File: src/rtl/i2s_rx.sv
// rtl/i2s_rx.sv - I2S line-in receiver with ADC clock generation and single-entry sample stream
module i2s_rx #(
    parameter int sclk_div_log2_p = 3,
    parameter int width_p         = 24
) (
    input  logic               clk_i,
    input  logic               reset_n_i,
    output logic               rx_mclk_o,
    output logic               rx_lrck_o,
    output logic               rx_sclk_o,
    input  logic               rx_sdin_i,
    output logic [width_p-1:0] data_o,
    output logic               valid_o,
    input  logic               ready_i,
    output logic               last_o,
    output logic               overrun_o
);

    localparam int S  = sclk_div_log2_p;
    localparam int CW = S + 6;

    // One clk after the sclk rising edge, so sdin_r already holds the bit the ADC launched.
    localparam logic [S-1:0] STROBE_PHASE = S'((2 ** (S - 1)) + 1);
    localparam logic [4:0]   LAST_BIT     = 5'(width_p);

    logic [CW-1:0]      count_r;
    logic               sdin_r;
    logic [4:0]         bit_idx;
    logic               chan;
    logic               strobe;
    logic               capture;
    logic               complete;
    logic [width_p-1:0] word;

    assign bit_idx  = count_r[S+4:S];
    assign chan     = count_r[S+5];
    assign strobe   = (count_r[S-1:0] == STROBE_PHASE);
    assign capture  = strobe && (bit_idx != 5'd0) && (bit_idx <= LAST_BIT);
    assign complete = strobe && (bit_idx == LAST_BIT);

    assign rx_mclk_o = count_r[0];
    assign rx_sclk_o = count_r[S-1];
    assign rx_lrck_o = count_r[S+5];

    always_ff @(posedge clk_i or negedge reset_n_i) begin
        if (!reset_n_i) begin
            count_r <= '0;
            sdin_r  <= 1'b0;
        end else begin
            count_r <= count_r + CW'(1);
            sdin_r  <= rx_sdin_i;
        end
    end

    generate
        if (width_p > 1) begin : g_shift
            logic [width_p-2:0] shift_r;

            assign word = {shift_r, sdin_r};

            always_ff @(posedge clk_i or negedge reset_n_i) begin
                if (!reset_n_i) begin
                    shift_r <= '0;
                end else if (capture) begin
                    shift_r <= word[width_p-2:0];
                end
            end
        end else begin : g_single
            assign word = sdin_r;
        end
    endgenerate

    // Single-entry holding register; a full register with no taker drops the new word.
    always_ff @(posedge clk_i or negedge reset_n_i) begin
        if (!reset_n_i) begin
            data_o    <= '0;
            last_o    <= 1'b0;
            valid_o   <= 1'b0;
            overrun_o <= 1'b0;
        end else if (complete) begin
            if (!valid_o || ready_i) begin
                data_o  <= word;
                last_o  <= chan;
                valid_o <= 1'b1;
            end else begin
                overrun_o <= 1'b1;
            end
        end else if (valid_o && ready_i) begin
            valid_o <= 1'b0;
        end
    end

endmodule

File: config.mk
export PLATFORM = sky130hd
export DESIGN_NAME = i2s_rx
export DESIGN_NICKNAME = d
export VERILOG_FILES = /design/src/rtl/i2s_rx.sv
export SDC_FILE = /design/constraint.sdc
export NUM_CORES = 1
export LEC_CHECK = 0
export ABC_AREA = 1
export BUFFER_PORTS_ARGS = -buffer_cell sky130_fd_sc_hd__buf_2
export CORE_MARGIN = 2
export CORE_UTILIZATION = 40
export DETAILED_ROUTE_END_ITERATION = 10
export GPL_TIMING_DRIVEN = 0
export PLACE_DENSITY = 0.61
export SYNTH_ARGS = -nofsm -noshare
export SYNTH_HDL_FRONTEND = slang
export SYNTH_SLANG_ARGS = --single-unit
export TNS_END_PERCENT = 50
File: constraint.sdc
create_clock -name clk_i -period 1.5 [get_ports clk_i]
set_clock_uncertainty 0.05 [all_clocks]
set_input_delay 0.15 -clock clk_i [delete_from_list [all_inputs] [get_ports clk_i]]
set_output_delay 0.15 -clock clk_i [all_outputs]
set_load 0.03 [all_outputs]
==> summary.md, run 1 <==
| Metric | Value |
|---|---|
| Clock Latency Late Sink | `0.34 ns` |
| Input/output buffers | `33` |
| Initial antenna violation count | `0` |
| DRT Pass-1 Iters | `4` |
| Die width | `87.20 um` |
| CTS tree | `done` |
| Seq cells post-synth | `60` |
| Nets | `323` |
| Setup Crit Path Kind | `reg -> reg` |
| Post-route ant nets | `0` |
| Pre-CTS setup slack | `0.07044 ns` |
| First-pass GRT wire length | `8542 um` |
| Final Max Slew Viols | `0` |
| Final setup margin | `0.05430 ns` |
| Synth cell types | `23` |
| DR DRC count | `0` |
| Inst Count DP | `382` |
| Fillcell total | `644` |
| Clock tree buffer depth | `2` |
| Req. time, crit path | `1.68 ns` |
| Clock root cell | `clkbuf_8` |
| Grt ovf | `0` |
| Pwr dens | `974.2 nW/um^2` |
| Mapped Cells | `268` |
| Post-Syn Area per Cell | `10.33 sq um` |
| Die height | `87.20 um` |
| Vias/cell | `4.609` |
| Wire length per cell | `12.27 um` |
| Final period util | `0.9638` |
| Clk pin slew, worst setup/hold paths | `0.07 ns` |
| Unrepaired setup endpoints after global routing | `true` |
| Num CTS Buffers | `9` |
| Post-layout util | `0.5002` |
| Post-Syn Nets | `274` |
| Fin Hold WS | `0.1865 ns` |
| CP endpoint kind | `register` |
| P_leak | `1.680 nW` |
| IR drop worst, VDD | `0.4150 mV` |
| Synthesized cell area | `2769 sq um` |
| Row Count | `30` |
| Final std cells w/o fill | `402` |
| H-tree levels | `3` |
| # diodes | `0` |
| Register area share after synthesis | `0.5423` |
| Outcome | `completed` |
| Global placer's final weighted congestion | `0.6983` |
| YS warnings | `0` |
| Core Footprint | `6756 sq um` |
| GR Util All Layers | `0.1489` |
| Via count | `1853` |
| Fmax | `691.7 MHz` |
| Setup violations, final | `0` |
| Starting density of the core | `0.4098` |
| Final Hold Viols | `0` |
| Layout overhead on the synthesized area | `22.05%` |
| CTS sink count | `60` |
| Crit path launch type | `register` |
| Crit-path max FO | `6` |
| Arrival time worst endpoint | `1.63 ns` |
| Setup TNS | `0 ns` |
| I/O Pins | `34` |
| Max-cap violation count | `0` |
| Initial DRC Count | `75` |
| Final wirelength | `4931 um` |
| Share of cells above drive strength 1 | `0.4658` |
| Worst Hold Class | `in -> reg` |
| Die area | `7604 sq um` |
| Vias in the first global route | `1769` |
| Slew Limit Headroom | `0.5707` |
| Detailed Place HPWL | `3256 um` |
| Worst slew pin tran | `0.6439 ns` |
| Largest net degree at the start of global routing | `35` |
| Final min period | `1.446 ns` |
[critical path: stages, from the launching register on]
cell and delay [ns]:
dfrtp_1 0.40, inv_2 0.07, ha_4 0.13, nand2_4 0.07
nor2_4 0.13, nand3_4 0.16, clkbuf_16 0.22, nand2_2 0.06
o21ai_2 0.05
[cell usage after synthesis]
library cell	count	area share
or2_1	3	0.0068
inv_2	5	0.0068
buf_6	5	0.020
nand3_1	2	0.0036
inv_1	33	0.045
ha_1	2	0.0090
dfrtp_1	60	0.54
o21ai_2	25	0.079
nor3_1	1	0.0018
nand2_1	35	0.047
nor2_4	2	0.0081
nand3_4	2	0.013
xnor2_1	1	0.0032
nand2_4	1	0.0041
o21ai_0	1	0.0018
nor2_1	5	0.0068
buf_12	2	0.014
nand4_1	24	0.054
buf_2	6	0.011
nand2_2	48	0.11
o21ai_1	2	0.0036
nand3_2	1	0.0036
xor2_1	2	0.0063
[through the flow]
stage,power [W],instance area [sq um]
CTS,0.003343,3293
global route,0.003415,3379
finish,0.003292,3379
detailed placement,0.001719,3055
global placement,0.001712,3035
floorplan,0.001672,2770
[cells by family (layout without fill, tap and decap cells)]
group,Yosys count,after routing,share of synthesized area
XOR/XNOR,3,3,0.009491
flip-flops,60,60,0.5423
buffers and inverters,51,105,0.09715
AO/OA/AOI/OAI,28,28,0.08450
AND/OR/NAND/NOR,124,124,0.2576
adder cells (fa/ha/maj),2,2,0.009036
[state kept, by name, summed over array words and instances (netlist names)]
signal	cells
data_o	24
g_shift.shift_r	23
valid_o	1
last_o	1
overrun_o	1
count_r	9
sdin_r	1
[metal layers]
metal	routed length, um	global-route usage	share of wire	vias to the layer above
li1	-	-	-	951
met1	2421	0.1983	0.49	859
met2	2183	0.2172	0.44	32
met3	201	0.03412	0.041	11
met4	125	0.09650	0.025	0
met5	0	0	0	-
[placed cells by master (no fill, tap or decap), types with 2 or more instances in the layout]
master,netlist,final
buf_12,2,6
buf_2,6,38
buf_6,5,2
bufinv_16,0,2
clkbuf_1,0,2
clkbuf_8,0,10
dfrtp_1,60,59
dlygate4sd3_1,0,2
inv_1,33,32
inv_2,5,5
nand2_1,35,35
nand2_2,48,46
nand2_4,1,3
nand3_1,2,2
nand3_4,2,2
nand4_1,24,24
nor2_1,5,5
nor2_4,2,2
o21ai_1,2,2
o21ai_2,25,25
or2_1,3,3
xor2_1,2,2
[report_power, final]
part           switching, W  internal (W)
logic             0.0000399     0.0000158
registers        0.00000697       0.00163
clock network      0.000624      0.000979
[what timing repair did]
| item | in CTS | in global routing |
|---|---|---|
| endpoints found under the setup margin | 0 | 32 |
| endpoints found under the hold margin | 27 | 0 |
| hold buffers | 2 | 0 |
| resized for setup | 0 | 13 |
| setup buffers | 0 | 1 |
[final timing paths]
check,from,endpoint,slack [ns],cells past startpoint
min in group asynchronous,reset_n_i,data_o[8],0.32,2
worst max-delay path,count_r[1],data_o[0],0.05,8
worst min-delay path,ready_i,overrun_o,0.19,5
max in group asynchronous,reset_n_i,count_r[0],0.47,3
worst max register to register,count_r[1],data_o[0],0.05,8
worst min register to register,overrun_o,overrun_o,0.41,2
[final cells by class]
class / instances / area [sq um] / area share
flip-flops and latches: 60 / 1503 / 0.4446
multi-input cells: 157 / 1021 / 0.3021
repair buffers: 38 / 237.7 / 0.07034
plain buffers: 13 / 155.1 / 0.04591
clock buffers: 12 / 145.1 / 0.04295
inverters: 38 / 145.1 / 0.04295
well taps: 80 / 100.1 / 0.02962
clock inverters: 4 / 72.57 / 0.02147
No activity file was read; power rests on OpenSTA's default activity.
==> run 2, diff against run 1 <==
==> constraint.sdc (replaced) <==
create_clock -name clk_i -period 1.42 [get_ports clk_i]
set_clock_uncertainty 0.05 [all_clocks]
set_input_delay 0.142 -clock clk_i [delete_from_list [all_inputs] [get_ports clk_i]]
set_output_delay 0.142 -clock clk_i [all_outputs]
set_load 0.03 [all_outputs]
==> run 2 against run 1 <==
Against the previous run:
- the run now ends with setup timing left
- via count shrank 0.22%
- first-iteration DRC count is the same
- die area is the same
- cell count is the same
- non-clock buffer count is the same
- largest power group unchanged
- highest routed layer unchanged
==> summary.md, run 2 (synthesis results as in run 1) <==
| Metric | Value |
|---|---|
| Worst hold start | `ready_i (unchanged)` |
| Max-cap violation count | `0 (unchanged)` |
| Register with the most flip-flops | `data_o (unchanged)` |
| Pwr dens | `1025 nW/um^2 (was 974.2 nW/um^2)` |
| H-tree levels | `3 (unchanged)` |
| Slew Limit Headroom | `0.5711 (was 0.5707)` |
| Crit path from | `count_r[1] (unchanged)` |
| IR drop worst, VDD | `0.4390 mV (was 0.4150 mV)` |
| Final min period | `1.446 ns (about the same)` |
| Final wirelength | `4969 um (was 4931 um)` |
| Outcome | `finished, violations left (was completed)` |
| Crit path launch type | `register (unchanged)` |
| Final setup margin | `-0.02605 ns (was 0.05430 ns)` |
| Max reg flops | `24 (unchanged)` |
| Clock root cell | `clkbuf_8 (unchanged)` |
| Largest net degree at the start of global routing | `35 (unchanged)` |
| Detailed Place HPWL | `3256 um (unchanged)` |
| Sw power | `0.0007121 W (was 0.0006712 W)` |
| Final Max Slew Viols | `0 (unchanged)` |
| I/O Pins | `34 (unchanged)` |
| Num CTS Buffers | `9 (unchanged)` |
| CP endpoint kind | `register (unchanged)` |
| Grt ovf | `0 (unchanged)` |
| Post-layout util | `0.5028 (was 0.5002)` |
| Vias/cell | `4.600 (was 4.609)` |
| Layout overhead on the synthesized area | `22.68% (was 22.05%)` |
| # diodes | `0 (unchanged)` |
| Final period util | `1.018 (was 0.9638)` |
| Failing checks | `setup timing` |
| Setup Crit Path Kind | `reg -> reg (unchanged)` |
| Sequential power share | `0.496 (about the same)` |
| Worst slew pin tran | `0.6434 ns (was 0.6439 ns)` |
| Worst Hold Class | `in -> reg (unchanged)` |
| CTS tree | `done (unchanged)` |
| Pre-CTS setup slack | `-0.009556 ns (was 0.07044 ns)` |
| Final Hold Viols | `0 (unchanged)` |
| GR Util met3 | `0.03412 (unchanged)` |
| Largest regs | `data_o: 24 flops, g_shift.shift_r: 23 flops, count_r: 9 flops (unchanged)` |
| Crit path largest cell delay | `0.40 ns (about the same)` |
| Die width | `87.20 um (unchanged)` |
| Wire length per cell | `12.36 um (was 12.27 um)` |
| Fillcell total | `643 (was 644)` |
| Input/output buffers | `33 (unchanged)` |
| Busiest grt layer | `met2 (unchanged)` |
| Core Footprint | `6756 sq um (unchanged)` |
| Share of cells above drive strength 1 | `0.4658 (unchanged)` |
| Nets | `323 (unchanged)` |
| Clk pin slew, worst setup/hold paths | `0.06 ns (was 0.07 ns)` |
| Sw Ratio | `0.2046 (was 0.2039)` |
| Vias in the first global route | `1769 (unchanged)` |
| Clock Latency Late Sink | `0.34 ns (about the same)` |
| RR Startpoint | `count_r[1] (unchanged)` |
| Setup violations, final | `23 (was 0)` |
| Fmax | `691.5 MHz (was 691.7 MHz)` |
| Die height | `87.20 um (unchanged)` |
| CTS sink count | `60 (unchanged)` |
| DRT Pass-1 Iters | `4 (unchanged)` |
| Initial antenna violation count | `0 (unchanged)` |
| Crit-path cells | `inv_2 -> ha_4 -> nand2_4 -> nor2_4 -> nand3_4 -> clkbuf_16 -> nand2_2 -> o21ai_2 (unchanged)` |
| Req. time, crit path | `1.60 ns (was 1.68 ns)` |
| Arrival time worst endpoint | `1.63 ns (about the same)` |
| Commonest non-fill, non-tap cells in the layout | `dfrtp_1, nand2_2, buf_2, nand2_1, inv_1 (unchanged)` |
| Crit-path max FO | `6 (unchanged)` |
| Unrepaired setup endpoints after global routing | `true (unchanged)` |
| Clock share of power | `0.487 (about the same)` |
| First-pass GRT wire length | `8542 um (unchanged)` |
| Met1 global-route usage | `0.1983 (unchanged)` |
| Starting density of the core | `0.4098 (unchanged)` |
| Global placer's final weighted congestion | `0.6983 (unchanged)` |
| Critical path's slowest cell | `dfrtp_1 (unchanged)` |
| Row Count | `30 (unchanged)` |
| M2 GR Usage | `0.2172 (unchanged)` |
| Post-route ant nets | `0 (unchanged)` |
| GR Util All Layers | `0.1489 (unchanged)` |
| Seq. cell area | `1503 sq um (unchanged)` |
| Multi-input gate area | `1036 sq um (was 1021 sq um)` |
| Fin Hold WS | `0.1787 ns (was 0.1865 ns)` |
| P_leak | `1.685 nW (was 1.680 nW)` |
| Commonest non-fill, non-tap cell in the layout | `dfrtp_1 (unchanged)` |
| Initial DRC Count | `75 (unchanged)` |
| Comb power frac | `0.017 (about the same)` |
| Pint | `0.002769 W (was 0.002621 W)` |
| Clock tree buffer depth | `2 (unchanged)` |
| Die area | `7604 sq um (unchanged)` |
| DR DRC count | `0 (unchanged)` |
| Via count | `1849 (was 1853)` |
[run 2: cell types whose count changed in the layout (fill, tap and decap cells not counted)]
| cell | previous run | this run |
|---|---|---|
| buf_2 | 38 | 37 |
| clkbuf_4 | 1 | 2 |
| nand2_2 | 46 | 43 |
| nand2_4 | 3 | 6 |
[run 2: power by group through the flow]
stage          Combinational [W]  Sequential, W  Clock [W]
2_1_floorplan          0.0000107        0.00176          0
3_3_place_gp           0.0000514        0.00176          0
3_5_place_dp           0.0000589        0.00176          0
4_1_cts                0.0000633        0.00172    0.00174
5_1_grt                0.0000704        0.00172    0.00181
6_report               0.0000590        0.00173    0.00170
[run 2: cell type report]
type / count / area share
plain buffers: 13 / 0.04641
clock buffers: 12 / 0.04273
clock inverters: 4 / 0.02136
inverters: 38 / 0.04273
multi-input cells: 157 / 0.3050
flip-flops and latches: 60 / 0.4424
well taps: 80 / 0.02947
repair buffers: 38 / 0.06998
[run 2: per-layer routing]
layer	part of all wire	wire length (um)	up-vias
met5	0	0	-
met4	0.025	125	0
met3	0.042	210	10
met2	0.44	2210	35
met1	0.49	2422	854
li1	-	-	950
[run 2: worst paths after layout]
path | cells past startpoint | end | slack, ns
max | 8 | data_o[0] | -0.03
min | 5 | overrun_o | 0.18
max reg2reg | 8 | data_o[0] | -0.03
min reg2reg | 2 | overrun_o | 0.41
max in group asynchronous | 3 | count_r[0] | 0.39
min in group asynchronous | 2 | data_o[22] | 0.31
[run 2: per-stage QoR]
step	instance area (sq um)	total power, W	std cells	setup TNS (ns)
6_report	3397	0.003481	402	-0.2116
5_1_grt	3397	0.003608	402	-2.124
4_1_cts	3293	0.003531	400	-0.05571
3_5_place_dp	3055	0.001816	382	-0.01893
3_3_place_gp	3035	0.001808	381	-3.233
2_1_floorplan	2770	0.001766	268	0
[run 2: what timing repair did]
item                       4_1_cts  5_1_grt
buffers inserted                 0        1
hold endpoints to repair        27        0
pin swaps                        0        3
resized for setup                0       17
setup endpoints to repair       12       45
gates cloned                     0        1
hold buffers                     2        0
[run 2: critical path, delay by kind of cell, from the launching register on]
| kind | cells | cell delay [ns] |
|---|---|---|
| AOI/OAI and AO/OA | 1 | 0.05 |
| adders and majority gates | 1 | 0.13 |
| buffers and inverters | 2 | 0.29 |
| DFF | 1 | 0.40 |
| and+or+nand+nor | 4 | 0.42 |
==> run 3, diff against run 2 <==
--- a/config.mk
+++ b/config.mk
@@ -7,7 +7,7 @@
 export LEC_CHECK = 0
 export ABC_AREA = 1
 export BUFFER_PORTS_ARGS = -buffer_cell sky130_fd_sc_hd__buf_2
-export CORE_MARGIN = 2
+export CORE_MARGIN = 4
 export CORE_UTILIZATION = 40
 export DETAILED_ROUTE_END_ITERATION = 10
 export GPL_TIMING_DRIVEN = 0
==> run 3 against run 2 <==
Against the previous run:
- largest cell class unchanged
- maximum frequency rose by 1.0%
- die area rose by 9.4%
- flip-flop and latch count did not move
- register-to-register slack barely moved
- setup slack improved by 0.015 ns
- the flow still finishes with violations (setup timing)
- clock-buffer cell count did not move
==> summary.md, run 3 (synthesis results as in run 1) <==
| Metric | Value |
|---|---|
| Layout overhead on the synthesized area | `19.16% (was 22.68%)` |
| CP endpoint kind | `register (unchanged)` |
| Max reg flops | `24 (unchanged)` |
| Commonest non-fill, non-tap cell in the layout | `dfrtp_1 (unchanged)` |
| Commonest non-fill, non-tap cells in the layout | `dfrtp_1, nand2_2, buf_2, nand2_1, inv_1 (unchanged)` |
| Pwr dens | `1017 nW/um^2 (was 1025 nW/um^2)` |
| Setup violations, final | `11 (was 23)` |
| Worst Hold Class | `in -> reg (unchanged)` |
| Starting density of the core | `0.4098 (unchanged)` |
| Via count | `1886 (was 1849)` |
| Final setup margin | `-0.01105 ns (was -0.02605 ns)` |
| IR drop worst, VDD | `0.4357 mV (was 0.4390 mV)` |
| Die area | `8317 sq um (was 7604 sq um)` |
| Final min period | `1.431 ns (was 1.446 ns)` |
| Arrival time worst endpoint | `1.60 ns (was 1.63 ns)` |
| Slew Limit Headroom | `0.6570 (was 0.5711)` |
| Final Max Slew Viols | `0 (unchanged)` |
| Postcts setup bufs | `0 (unchanged)` |
| CTS sink count | `60 (unchanged)` |
| Post-layout util | `0.4883 (was 0.5028)` |
| Die height | `91.20 um (was 87.20 um)` |
| Register with the most flip-flops | `data_o (unchanged)` |
| First-pass GRT wire length | `9045 um (was 8542 um)` |
| Max-cap violation count | `0 (unchanged)` |
| Fillcell total | `663 (was 643)` |
| Clock root cell | `clkbuf_8 (unchanged)` |
| Row Count | `30 (unchanged)` |
| Crit path launch type | `register (unchanged)` |
| Grt ovf | `0 (unchanged)` |
| # diodes | `0 (unchanged)` |
| Clk pin slew, worst setup/hold paths | `0.07 ns (was 0.06 ns)` |
| Worst slew pin tran | `0.5145 ns (was 0.6434 ns)` |
| Clock Latency Late Sink | `0.33 ns (was 0.34 ns)` |
| Clock tree buffer depth | `2 (unchanged)` |
| Vias/cell | `4.715 (was 4.600)` |
| GR Util All Layers | `0.1391 (was 0.1489)` |
| Detailed Place HPWL | `3314 um (was 3256 um)` |
| Fin Hold WS | `0.1805 ns (was 0.1787 ns)` |
| Final period util | `1.008 (was 1.018)` |
| Seq. cell area | `1503 sq um (unchanged)` |
| Input/output buffers | `33 (unchanged)` |
| Initial DRC Count | `42 (was 75)` |
| Largest regs | `data_o: 24 flops, g_shift.shift_r: 23 flops, count_r: 9 flops (unchanged)` |
| Num CTS Buffers | `9 (unchanged)` |
| Initial antenna violation count | `0 (unchanged)` |
| Unrepaired setup endpoints after global routing | `true (unchanged)` |
| Global placer's final weighted congestion | `0.7225 (was 0.6983)` |
| H-tree levels | `3 (unchanged)` |
| CTS tree | `done (unchanged)` |
| P_leak | `1.647 nW (was 1.685 nW)` |
| Multi-input gate area | `998.5 sq um (was 1036 sq um)` |
| Vias in the first global route | `1904 (was 1769)` |
| Core Footprint | `6756 sq um (unchanged)` |
| Setup TNS | `-0.03714 ns (was -0.2116 ns)` |
| I/O Pins | `34 (unchanged)` |
| Final wirelength | `4984 um (was 4969 um)` |
| Final Hold Viols | `0 (unchanged)` |
| Share of cells above drive strength 1 | `0.4594 (was 0.4658)` |
| Nets | `321 (was 323)` |
| Outcome | `finished, violations left (unchanged)` |
| Crit-path max FO | `10 (was 6)` |
| DR DRC count | `0 (unchanged)` |
| Failing checks | `setup timing (unchanged)` |
| Wire length per cell | `12.46 um (was 12.36 um)` |
| Req. time, crit path | `1.59 ns (was 1.60 ns)` |
| Largest net degree at the start of global routing | `40 (was 35)` |
| Die width | `91.20 um (was 87.20 um)` |
| DRT Pass-1 Iters | `4 (unchanged)` |
| Post-route ant nets | `0 (unchanged)` |
| Fmax | `698.8 MHz (was 691.5 MHz)` |
| Setup Crit Path Kind | `reg -> reg (unchanged)` |
-- run 3: cell count changes in the layout (fill, tap and decap cells not counted), moves of 2 or more --
| cell | change |
|---|---|
| buf_8 | +2 |
| nand2_2 | +5 |
| nand2_4 | -5 |
| buf_12 | -2 |
-- run 3: power by group --
group / internal, W / total [W] / leakage, nW / switching [W]
logic: 0.0000167 / 0.0000585 / 0.740 / 0.0000418
clock network: 0.000901 / 0.00157 / 0.102 / 0.000672
registers: 0.00172 / 0.00173 / 0.805 / 0.00000787
total: 0.00264 / 0.00336 / 1.65 / 0.000722
-- run 3: area by class of cell --
class | count | share of cell area
plain buffers | 13 | 0.04475
clock inverters | 4 | 0.01441
well taps | 80 | 0.03034
flip-flops and latches | 60 | 0.4554
clock buffers | 12 | 0.04702
inverters | 38 | 0.04323
multi-input cells | 157 | 0.3026
repair buffers | 36 | 0.06219
-- run 3: metal layers --
layer | up-vias | global-route usage | wire [um]
li1 | 944 | - | -
met1 | 910 | 0.1799 | 2388
met2 | 24 | 0.2078 | 2334
met3 | 8 | 0.03977 | 157
met4 | 0 | 0.07915 | 103
met5 | - | 0 | 0
-- run 3: critical path, stage by stage (launching register included) --
cell and delay (ns):
dfrtp_1 0.40, inv_1 0.06, ha_1 0.14, nand2_2 0.10, inv_2 0.15, nand3_4 0.14
buf_12 0.18, nand2_2 0.05, nand2_1 0.05
-- run 3: repair_timing --
action | CTS | global route
pin swaps | 0 | 1
endpoints found under the setup margin | 37 | 45
hold endpoints to repair | 22 | 0
resized for setup | 2 | 4
hold buffers | 2 | 0
-- run 3: path summary, 6_finish.rpt --
path | slack [ns] | start | to | cells after the start
worst max-delay path | -0.01 | count_r[1] | g_shift.shift_r[20] | 8
worst min-delay path | 0.18 | ready_i | overrun_o | 5
worst max register to register | -0.01 | count_r[1] | g_shift.shift_r[20] | 8
worst min register to register | 0.42 | overrun_o | overrun_o | 2
max in group asynchronous | 0.48 | reset_n_i | count_r[0] | 3
min in group asynchronous | 0.26 | reset_n_i | g_shift.shift_r[19] | 2
-- run 3: metrics by stage --
| stage | cells | total power (W) | setup WS [ns] | area (sq um) |
|---|---|---|---|---|
| after detailed placement | 382 | 0.001816 | -0.003711 | 3055 |
| after floorplan | 268 | 0.001766 | 0.01628 | 2770 |
| after CTS | 400 | 0.003404 | -0.02521 | 3287 |
| final | 400 | 0.003357 | -0.01105 | 3299 |
| after global routing | 400 | 0.003492 | -0.1101 | 3299 |
| after global placement | 381 | 0.001808 | -0.1607 | 3035 |
